$ cat config.mk
export PLATFORM = sky130hd
export DESIGN_NAME = addn_pipe
export DESIGN_NICKNAME = d
export VERILOG_FILES = /design/src/rtl/addn_pkg.sv /design/src/rtl/add_slice4.sv /design/src/rtl/addn_pipe.sv
export SDC_FILE = /design/constraint.sdc
export NUM_CORES = 1
export LEC_CHECK = 0
export CAP_MARGIN = 20
export CORE_ASPECT_RATIO = 1.5
export CORE_MARGIN = 8
export CORE_UTILIZATION = 35
export DETAILED_ROUTE_END_ITERATION = 10
export PLACE_DENSITY_LB_ADDON = 0.25
export SETUP_SLACK_MARGIN = 0.05
export SYNTH_ARGS = -nofsm -noshare
export SYNTH_HDL_FRONTEND = slang
export SYNTH_SLANG_ARGS = --single-unit
export TNS_END_PERCENT = 30
$ cat constraint.sdc
create_clock -name clk -period 8.05 [get_ports clk]
set_input_delay 2.415 -clock clk [delete_from_list [all_inputs] [get_ports clk]]
set_output_delay 2.415 -clock clk [all_outputs]
set_load 0.03 [all_outputs]
$ cat src/rtl/addn_pkg.sv
// Shared constants, stage-count helper and per-stage control record for the
// sliced pipelined adder.
package addn_pkg;

   localparam int SLICE_W = 4;

   function automatic int calc_stages(input int width);
      return width / SLICE_W;
   endfunction

   // Control state carried by every pipeline stage.
   typedef struct packed {
      logic vld;
      logic cout;
   } stg_ctl_t;

endpackage

$ cat src/rtl/add_slice4.sv
// Combinational 4-bit ripple slice; c3 is the carry into the slice's top bit
// so the last stage can form the signed-overflow flag.
module add_slice4
   import addn_pkg::*;
(
   input  logic [SLICE_W-1:0] a,
   input  logic [SLICE_W-1:0] b,
   input  logic               cin,
   output logic [SLICE_W-1:0] s,
   output logic               cout,
   output logic               c3
);

   logic [SLICE_W:0] c;

   always_comb begin
      s    = '0;
      c    = '0;
      c[0] = cin;
      for (int i = 0; i < SLICE_W; i++) begin
         s[i]   = a[i] ^ b[i] ^ c[i];
         c[i+1] = (a[i] & b[i]) | (c[i] & (a[i] ^ b[i]));
      end
   end

   assign cout = c[SLICE_W];
   assign c3   = c[SLICE_W-1];

endmodule

$ cat src/rtl/addn_pipe.sv
// Pipelined WIDTH-bit add/sub: one 4-bit slice per stage, carry registered
// between stages, single global enable for valid/ready backpressure.
module addn_pipe
   import addn_pkg::*;
#(
   parameter  int WIDTH  = 16,
   localparam int STAGES = calc_stages(WIDTH)
)(
   input  logic             clk,
   input  logic             rst,
   input  logic             in_valid,
   output logic             in_ready,
   input  logic [WIDTH-1:0] in_a,
   input  logic [WIDTH-1:0] in_b,
   input  logic             in_cin,
   input  logic             in_sub,
   output logic             out_valid,
   input  logic             out_ready,
   output logic [WIDTH-1:0] out_sum,
   output logic             out_cout,
   output logic             out_ovf
);

   if ((WIDTH % SLICE_W) != 0 || WIDTH < SLICE_W) begin : g_bad_width
      $error("addn_pipe: WIDTH must be a positive multiple of 4");
   end

   logic              en;
   logic [STAGES-1:0] vld_pipe;

   assign en        = !out_valid | out_ready;
   assign in_ready  = en;
   assign out_valid = vld_pipe[STAGES-1];

   for (genvar k = 0; k < STAGES; k++) begin : g_stg
      localparam int OPW = WIDTH - SLICE_W*k;   // operand bits still to be summed
      localparam int SW  = SLICE_W*(k+1);       // result bits complete after this stage

      logic [OPW-1:0]     a_i, b_i;
      logic [SW-1:0]      sacc;
      logic [SLICE_W-1:0] s;
      logic               cin_i, vld_i, co, c3;
      logic [SW-1:0]      s_q;
      stg_ctl_t           ctl_q;

      if (k == 0) begin : g_src
         // Subtract is A + ~B + 1; inversion happens before any register.
         assign a_i   = in_a;
         assign b_i   = in_sub ? ~in_b : in_b;
         assign cin_i = in_sub | in_cin;
         assign vld_i = in_valid;
         assign sacc  = s;
      end else begin : g_src
         assign a_i   = g_stg[k-1].g_hi.a_q;
         assign b_i   = g_stg[k-1].g_hi.b_q;
         assign cin_i = g_stg[k-1].ctl_q.cout;
         assign vld_i = vld_pipe[k-1];
         assign sacc  = {s, g_stg[k-1].s_q};
      end

      add_slice4 u_slice (
         .a    (a_i[SLICE_W-1:0]),
         .b    (b_i[SLICE_W-1:0]),
         .cin  (cin_i),
         .s    (s),
         .cout (co),
         .c3   (c3)
      );

      // Data only moves with a valid beat so the out registers stay 0
      // after reset until real data arrives.
      always_ff @(posedge clk) begin
         if (rst) begin
            ctl_q <= '0;
            s_q   <= '0;
         end else if (en) begin
            ctl_q.vld <= vld_i;
            if (vld_i) begin
               ctl_q.cout <= co;
               s_q        <= sacc;
            end
         end
      end

      assign vld_pipe[k] = ctl_q.vld;

      if (k == STAGES-1) begin : g_last
         logic c3_q;

         always_ff @(posedge clk) begin
            if (rst)              c3_q <= 1'b0;
            else if (en && vld_i) c3_q <= c3;
         end

         assign out_sum  = s_q;
         assign out_cout = ctl_q.cout;
         assign out_ovf  = c3_q ^ ctl_q.cout;
      end else begin : g_hi
         logic [OPW-SLICE_W-1:0] a_q, b_q;

         always_ff @(posedge clk) begin
            if (rst) begin
               a_q <= '0;
               b_q <= '0;
            end else if (en && vld_i) begin
               a_q <= a_i[OPW-1:SLICE_W];
               b_q <= b_i[OPW-1:SLICE_W];
            end
         end
      end
   end

endmodule

# ---- Word-level counts from Yosys, hierarchy flattened
# Cells that the tools add are included.
dict set report totals {
  out_inout_bits 20
  elab_cells 113
  reg_bits 97
}
dict set report op_classes {
  mux 1
  n_bitwise 84
  n_reduce_logical 9
}
# op n
set ops {}
lappend ops {{$xor 1x1->1} 33}
lappend ops {{$and 1x1->1} 32}
lappend ops {{$or 1x1->1} 18}
lappend ops {{$mux 16} 1}
lappend ops {{$not 16->16} 1}
lappend ops {{$reduce_and 2->1} 4}
lappend ops {{$logic_and 1x1->1} 4}
lappend ops {{$logic_not 1->1} 1}

# ---- Longest topological paths before layout
# Gate-level depths: netlist of run 1.
dict set report depth {
  depth_word 11
  ltp_mapped 12
  ltp_nobuf 10
}

# ---- Cells and area by module
# From an unflattened synthesis of run 1, not the netlist that was laid out.
dict set report unflattened {
  cells_unflattened 493
  area_unflattened_um2 4281.6
}
# module seq_area_each_um2 cells_per_inst area_each_um2 n_inst
set by_module_without_submodules {}
lappend by_module_without_submodules {addn_pipe 1941.9 445 3841.2 1}
lappend by_module_without_submodules {add_slice4 0.0 12 110.1 4}

# ---- Worst setup path after synthesis of run 1
# Ideal clock, no wire load.
dict set report synth_timing {
  kind {input-to-output}
  from {in out_ready}
  to {out in_ready}
  setup_slack_ns 2.713
  t_arrival_ns 2.922
  required_ns 5.635
  stages 4
  cell_sequence {nor2b_4 -> inv_2 -> buf_6 -> buf_4}
}
dict set report synth_between {
  elab_chain_cells 1
}
# element line
set synth_rtl {}
lappend synth_rtl {{from (decl)} addn_pipe.sv:18} ;# input logic out_ready,
lappend synth_rtl {{$or 1x1->1} addn_pipe.sv:31} ;# assign en = !out_valid | out_ready;
lappend synth_rtl {{to (decl)} addn_pipe.sv:12} ;# output logic in_ready,
# Every way passes these cells.

# ---- Final worst setup path of run 1
# Same ends and word-level chain as after synthesis.

==> insert_results.sql, run 1 <==
INSERT INTO impl_metrics (metric_group, metric, value, unit) VALUES
('grt', 'grt_first_pass_wirelength', '15.8', 'mm'),
('cts', 'cts.path.max_buffers', '2', ''),
('cts', 'post_cts_gate_resize_count', '0', ''),
('synth', 'synth_top_cell_by_area', 'dfxtp_1', ''),
('finish', 'antennaDiodeCount', '0', ''),
('cts', 'tritoncts.num_buffers', '9', ''),
('synth', 'synth_cell_types', '26', ''),
('die', 'core-area', '12000', 'um^2'),
('detailed_routing', 'detailroute.via_count', '3308', ''),
('synth', 'synth_area_per_cell', '9.01', 'um^2'),
('critical_path', 'cp-end-kind', 'primary output', ''),
('synth', 'mappedNetlistNets', '531', ''),
('power_and_ir_drop', 'design_power_total', '0.988', 'mW'),
('timing', 'max-slew-margin-rel', '31.4', '%'),
('placed_design', 'place.gp.congestion', '0.758', ''),
('timing', 'final_report_max_slew_violation_count', '0', ''),
('detailed_routing', 'drt_first_pass_iters', '5', ''),
('die', 'fp.dieArea', '16200', 'um^2'),
('grt', 'first_global_vias', '3295', ''),
('synth', 'yosys_warnings', '0', ''),
('job', 'drv_cap', '0', ''),
('grt', 'antenna_found_initial', '0', ''),
('power_and_ir_drop', 'maximum_vdd_drop', '0.103', 'mV'),
('placed_design', 'post-dp-hpwl', '6.03', 'mm'),
('cts', 'clock_latency', '0.34', 'ns'),
('critical_path', 'class_of_the_most_critical_setup_path', 'in -> out', ''),
('finish', 'final_layout_size_suffix_gt1_share', '4.52', '%'),
('timing', 'finalSetupTns', '0', 'ns'),
('critical_path', 'most_numerous_cell_on_the_critical_path', 'clkdlybuf4s50_1', ''),
('timing', 'min_period_over_period', '75.6', '%'),
('cts', 'cts.repair_timing.setup_buffer_count', '0', ''),
('power_and_ir_drop', 'static-leakage-power', '1.77', 'nW'),
('synth', 'yosysSeqAreaShare', '45.2', '%'),
('detailed_routing', 'dr.first_iter.drc_count', '163', ''),
('grt', 'overflow', '0', ''),
('finish', 'final_net_count', '560', ''),
('critical_path', 'critPathArrivalTime', '3.67', 'ns'),
('timing', 'layout_min_cycle_time', '6.09', 'ns'),
('critical_path', 'cp_cell_sequence', 'clkdlybuf4s50_1 > nor2b_4 > inv_2 > clkdlybuf4s50_1', ''),
('critical_path', 'critPathTopFamily', 'buffers and inverters', ''),
('status', 'status', 'complete, no violations', ''),
('critical_path', 'start_kind', 'primary input', ''),
('grt', 'groute.usage.overall', '11.9', '%'),
('synth', 'synthesis.area', '4300', 'um^2'),
('grt', 'maximum_number_of_pins_on_one_net_before_global_route_repair', '110', ''),
('synth', 'synth_edf_count', '0', ''),
('detailed_routing', 'drt_drc_violations_left', '0', ''),
('cts', 'tritoncts', 'yes', ''),
('timing', 'timing.fmax', '164', 'MHz'),
('synth', 'synth-seq-cells', '97', ''),
('synth', 'synth.top_cell.area_share', '45.2', '%'),
('critical_path', 'reg2reg_slack', '5.84', 'ns'),
('cts', 'clkSinkCount', '97', ''),
('critical_path', 'critical_path_buffer_and_inverter_count', '3', ''),
('timing', 'hold_fails_final_rpt', '0', ''),
('cts', 'cts.root.buffer_cell', 'clkbuf_16', ''),
('cts', 'count_of_h_tree_levels_built_during_cts', '3', ''),
('detailed_routing', 'via_per_inst', '5.00', ''),
('power_and_ir_drop', 'cellPowerDensity', '194', 'nW/um^2'),
('die', 'core.rowCount', '49', ''),
('synth', 'post-synth-top-count-cell', 'dfxtp_1', ''),
('die', 'die_width', '106', 'um'),
('synth', 'synth_cell_count_leaders', 'dfxtp_1 (97), a21oi_1 (83), nand3_1 (58)', ''),
('placed_design', 'placement.io_buffers', '57', ''),
('timing', 'final_setup_skew', '0.00632', 'ns'),
('synth', 'yosys-top-cells-area', 'dfxtp_1 (45%), a21oi_1 (9.7%), fa_1 (7.5%)', ''),
('timing', 'worst-slew-pin-transition', '1.03', 'ns'),
('critical_path', 'worst_path_largest_cell_delay', '0.66', 'ns'),
('timing', 'setup-violations-final', '0', ''),
('worst_hold_path', 'worst_hold_path_type', 'reg -> reg', ''),
('die', 'ioPinCount', '58', '');
sequential cells by signal (all words and copies together), names as in the netlist:
signal / count
g_stg.vld_i: 3
out_sum: 16
g_stg.g_hi.a_q: 24
out_cout: 1
g_stg.g_last.c3_q: 1
g_stg.s_q: 24
g_stg.cin_i: 3
g_stg.g_hi.b_q: 24
out_valid: 1
cells by family (layout without fill, tap and decap cells):
family	Yosys count	after routing	synth area share, %
AOI/OAI and AO/OA	165	165	20.5
xor gates and xnor gates	17	17	3.46
adders and majority gates	16	16	7.45
buffers and inverters	75	107	8.99
DFF	97	97	45.2
muxes	11	11	2.56
and+or+nand+nor	96	96	11.8
placed cells by master, fill, tap and decap left out:
master	instances
clkinv_2	2
nand4b_1	1
dfxtp_1	97
a21oi_1	83
fa_1	16
nand3_1	58
buf_4	6
nand2b_1	23
inv_1	28
inv_2	2
xnor2_1	12
mux2i_1	11
clkbuf_16	9
nand2_1	6
nor2b_4	1
a211oi_1	23
o21ai_0	52
nor3_1	2
buf_2	1
clkbuf_8	1
nor2_1	5
clkbuf_1	1
xor2_1	5
clkdlybuf4s50_1	56
clkinv_4	1
o21ai_1	7
power breakdown:
group	leakage [nW]	switching (mW)	total (mW)	internal (mW)
Combinational	0.844	0.0501	0.0959	0.0458
Sequential	0.791	0.0113	0.510	0.499
Clock	0.131	0.168	0.381	0.214
area by class of cell:
class / count / area (um^2)
Tap cell: 153 / 191
Clock buffer: 11 / 243
Timing Repair Buffer: 63 / 611
Clock inverter: 3 / 18.8
Fill cell: 1243 / 6930
Inverter: 30 / 113
Sequential cell: 97 / 1940
Multi-Input combinational cell: 305 / 1970
per-layer routing:
| layer | up-vias | share of wire, % | global-route usage (%) |
|---|---|---|---|
| met4 | 0 | 1.8 | 5.51 |
| met3 | 13 | 4.1 | 2.75 |
| li1 | 1694 | - | - |
| met1 | 1535 | 45 | 13.8 |
| met5 | - | 0 | 0 |
| met2 | 66 | 49 | 20.3 |
worst reg2reg max path: stages (launching register included):
cell     delay (ns)
dfxtp_1        0.36
fa_1           0.18
inv_1          0.05
fa_1           0.38
fa_1           0.42
inv_1          0.09
fa_1           0.41
nand3_1        0.09
a21oi_1        0.07
per-stage QoR:
| step | hold slack (ns) | worst slack [ns] | utilization [%] | std cells | cell area, um^2 |
|---|---|---|---|---|---|
| detailed placement | 0.459 | 1.96 | 40.2 | 648 | 4830 |
| global placement | 0.456 | 1.96 | 40.2 | 648 | 4830 |
| finish | 0.466 | 1.96 | 42.3 | 662 | 5090 |
| CTS | 0.467 | 1.95 | 42.3 | 662 | 5090 |
| global route | 0.478 | 1.91 | 42.3 | 662 | 5090 |
| floorplan | 0.440 | 2.71 | - | 477 | 4300 |
worst paths after layout:
check,from,end,depth (start not counted)
setup / recovery,out_ready,in_ready,4
setup reg to reg,g_stg[2].g_hi.b_q[0],out_sum[15],8
hold reg to reg,g_stg[1].s_q[2],g_stg[2].s_q[2],2
hold / removal,g_stg[1].s_q[2],g_stg[2].s_q[2],2
No activity file was read; power rests on OpenSTA's default activity.
==> run 2, diff against run 1 <==
==> constraint.sdc (replaced) <==
create_clock -name clk -period 5.47 [get_ports clk]
set_input_delay 1.641 -clock clk [delete_from_list [all_inputs] [get_ports clk]]
set_output_delay 1.641 -clock clk [all_outputs]
set_load 0.03 [all_outputs]
==> insert_results.sql, run 2 (synthesis gave the netlist of run 1 again) <==
INSERT INTO impl_metrics (metric_group, metric, value, unit) VALUES
('status', 'status', 'complete, no violations', ''),
('cts', 'count_of_h_tree_levels_built_during_cts', '3', ''),
('cts', 'cts.repair_timing.setup_buffer_count', '0', ''),
('detailed_routing', 'dr.first_iter.drc_count', '192', ''),
('finish', 'final_net_count', '560', ''),
('critical_path', 'worst-path-max-fanout', '2', ''),
('placed_design', 'place_inst', '648', ''),
('cts', 'path_clk_slew', '0.06', 'ns'),
('detailed_routing', 'drt_first_pass_iters', '4', ''),
('detailed_routing', 'detailroute.via_count', '3296', ''),
('grt', 'maximum_number_of_pins_on_one_net_before_global_route_repair', '85', ''),
('critical_path', 'cp_data_required_time', '3.83', 'ns'),
('grt', 'first_global_vias', '3403', ''),
('worst_hold_path', 'worst_hold_path_type', 'reg -> reg', ''),
('timing', 'layout_min_cycle_time', '4.55', 'ns'),
('die', 'ioPinCount', '58', ''),
('timing', 'setup-violations-final', '0', ''),
('finish', 'sequential_cell_area', '1940', 'um^2'),
('critical_path', 'critPathArrivalTime', '2.91', 'ns'),
('placed_design', 'place.gp.congestion', '0.764', ''),
('detailed_routing', 'drt_drc_violations_left', '0', ''),
('finish', 'biggestRegsByFlops', 'g_stg.g_hi.a_q (24), g_stg.g_hi.b_q (24), g_stg.s_q (24)', ''),
('critical_path', 'cp-end-kind', 'primary output', ''),
('grt', 'antenna_found_initial', '0', ''),
('die', 'chipHeight', '152', 'um'),
('finish', 'layout.cells.most_common', 'dfxtp_1', ''),
('die', 'floorplan.initialDensity', '35.8', '%'),
('power_and_ir_drop', 'maximum_vdd_drop', '0.144', 'mV'),
('detailed_routing', 'final_antenna_net_count', '0', ''),
('placed_design', 'placement.io_buffers', '57', ''),
('die', 'die_width', '106', 'um'),
('finish', 'multi_input_comb_area', '1970', 'um^2'),
('cts', 'cts.path.max_buffers', '2', ''),
('cts', 'tritoncts', 'yes', ''),
('cts', 'cts.root.buffer_cell', 'clkbuf_16', ''),
('finish', 'fin_cells', '661', ''),
('cts', 'clock_latency', '0.34', 'ns'),
('grt', 'grt_first_pass_wirelength', '16.3', 'mm'),
('timing', 'grt_setup_unrepaired', 'false', ''),
('detailed_routing', 'route.detailed.wl_per_inst', '14.0', 'um'),
('timing', 'timing.fmax', '220', 'MHz'),
('finish', 'area_delta_synth_final', '18.4', '%'),
('timing', 'finalSetupTns', '0', 'ns'),
('timing', 'min_period_over_period', '83.2', '%'),
('critical_path', 'crit_slowest_cell', 'clkdlybuf4s50_1', ''),
('timing', 'hold_fails_final_rpt', '0', ''),
('job', 'drv_cap', '0', ''),
('cts', 'post_cts_gate_resize_count', '0', ''),
('power_and_ir_drop', 'cellPowerDensity', '284', 'nW/um^2'),
('cts', 'post_cts_hold_buffer_count', '0', ''),
('finish', 'final_layout_size_suffix_gt1_share', '4.13', '%'),
('critical_path', 'most_numerous_cell_on_the_critical_path', 'clkdlybuf4s50_1', ''),
('timing', 'final_report_max_slew_violation_count', '0', ''),
('finish', 'layout.cells.most_common_list', 'dfxtp_1 (97), a21oi_1 (83), nand3_1 (58), clkdlybuf4s50_1 (56), o21ai_0 (52)', ''),
('die', 'core.rowCount', '49', ''),
('power_and_ir_drop', 'static-leakage-power', '1.76', 'nW'),
('detailed_routing', 'via_per_inst', '4.99', ''),
('critical_path', 'critical_path_buffer_and_inverter_count', '3', ''),
('detailed_routing', 'postRouteWirelength', '9.26', 'mm'),
('die', 'fp.dieArea', '16200', 'um^2'),
('timing', 'worst-slew-pin-transition', '0.987', 'ns'),
('grt', 'overflow', '0', ''),
('critical_path', 'class_of_the_most_critical_setup_path', 'in -> out', ''),
('grt', 'groute.usage.overall', '12.4', '%'),
('finish', 'post-route-util', '42.4', '%'),
('finish', 'final.fill_count', '1290', ''),
('timing', 'max-slew-margin-rel', '34.2', '%'),
('critical_path', 'cp_cell_sequence', 'clkdlybuf4s50_1 > nor2b_4 > inv_2 > clkdlybuf4s50_1', ''),
('critical_path', 'critPathTopFamily', 'buffers and inverters', ''),
('placed_design', 'post-dp-hpwl', '6.35', 'mm'),
('die', 'core-area', '12000', 'um^2'),
('timing', 'final_setup_skew', '0.00678', 'ns'),
('critical_path', 'start_kind', 'primary input', ''),
('finish', 'antennaDiodeCount', '0', ''),
('critical_path', 'worst_path_largest_cell_delay', '0.66', 'ns'),
('cts', 'tritoncts.num_buffers', '9', ''),
('cts', 'clkSinkCount', '97', '');
run 2: changes by cell type in the layout (fill, tap and decap cells not counted):
cell and change:
clkinv_2 -1, buf_12 +1, buf_4 -1, clkinv_4 -1, clkbuf_1 +1
run 2: worst paths after layout:
check                  start     endpoint  slack, ns  depth (start not counted)
max                out_ready     in_ready       0.92                          4
min          g_stg[2].s_q[6]   out_sum[6]       0.47                          2
max reg2reg   g_stg[3].cin_i  out_sum[15]       3.26                          8
min reg2reg  g_stg[2].s_q[6]   out_sum[6]       0.47                          2
run 2: cell type report:
type                            count  share of cell area [%]
Clock buffer                       12                    4.84
Clock inverter                      1                  0.0983
Inverter                           30                    2.21
Multi-Input combinational cell    305                    38.7
Sequential cell                    97                    38.1
Tap cell                          153                    3.76
Timing Repair Buffer               63                    12.2
run 2: metrics by stage:
stage                     worst slack [ns]  hold WS (ns)  cell area [um^2]  total power [mW]
after floorplan                       1.68         0.440              4300             0.860
after global placement               0.925         0.454              4840             0.907
after detailed placement             0.920         0.460              4840             0.912
after CTS                            0.909         0.469              5090              1.46
after global routing                 0.879         0.488              5090              1.51
final                                0.919         0.467              5090              1.45
run 2: worst reg2reg max path: stages (launching register included):
cell and delay [ns]:
dfxtp_1 0.37, fa_1 0.18, inv_1 0.05, fa_1 0.38, fa_1 0.42, inv_1 0.09
fa_1 0.41, nand3_1 0.09, a21oi_1 0.07
run 2: routing by layer:
| layer | wire (um) | vias to the layer above | GRT usage, % |
|---|---|---|---|
| met5 | 0 | - | 0 |
| met2 | 4640 | 51 | 21.9 |
| met4 | 182 | 0 | 5.94 |
| met3 | 356 | 11 | 2.88 |
| li1 | - | 1695 | - |
| met1 | 4080 | 1539 | 13.6 |
run 2: power breakdown:
| group | switching (mW) | internal (mW) | leakage [nW] |
|---|---|---|---|
| logic | 0.0746 | 0.0683 | 0.848 |
| clock network | 0.239 | 0.312 | 0.124 |
| registers | 0.0168 | 0.734 | 0.791 |
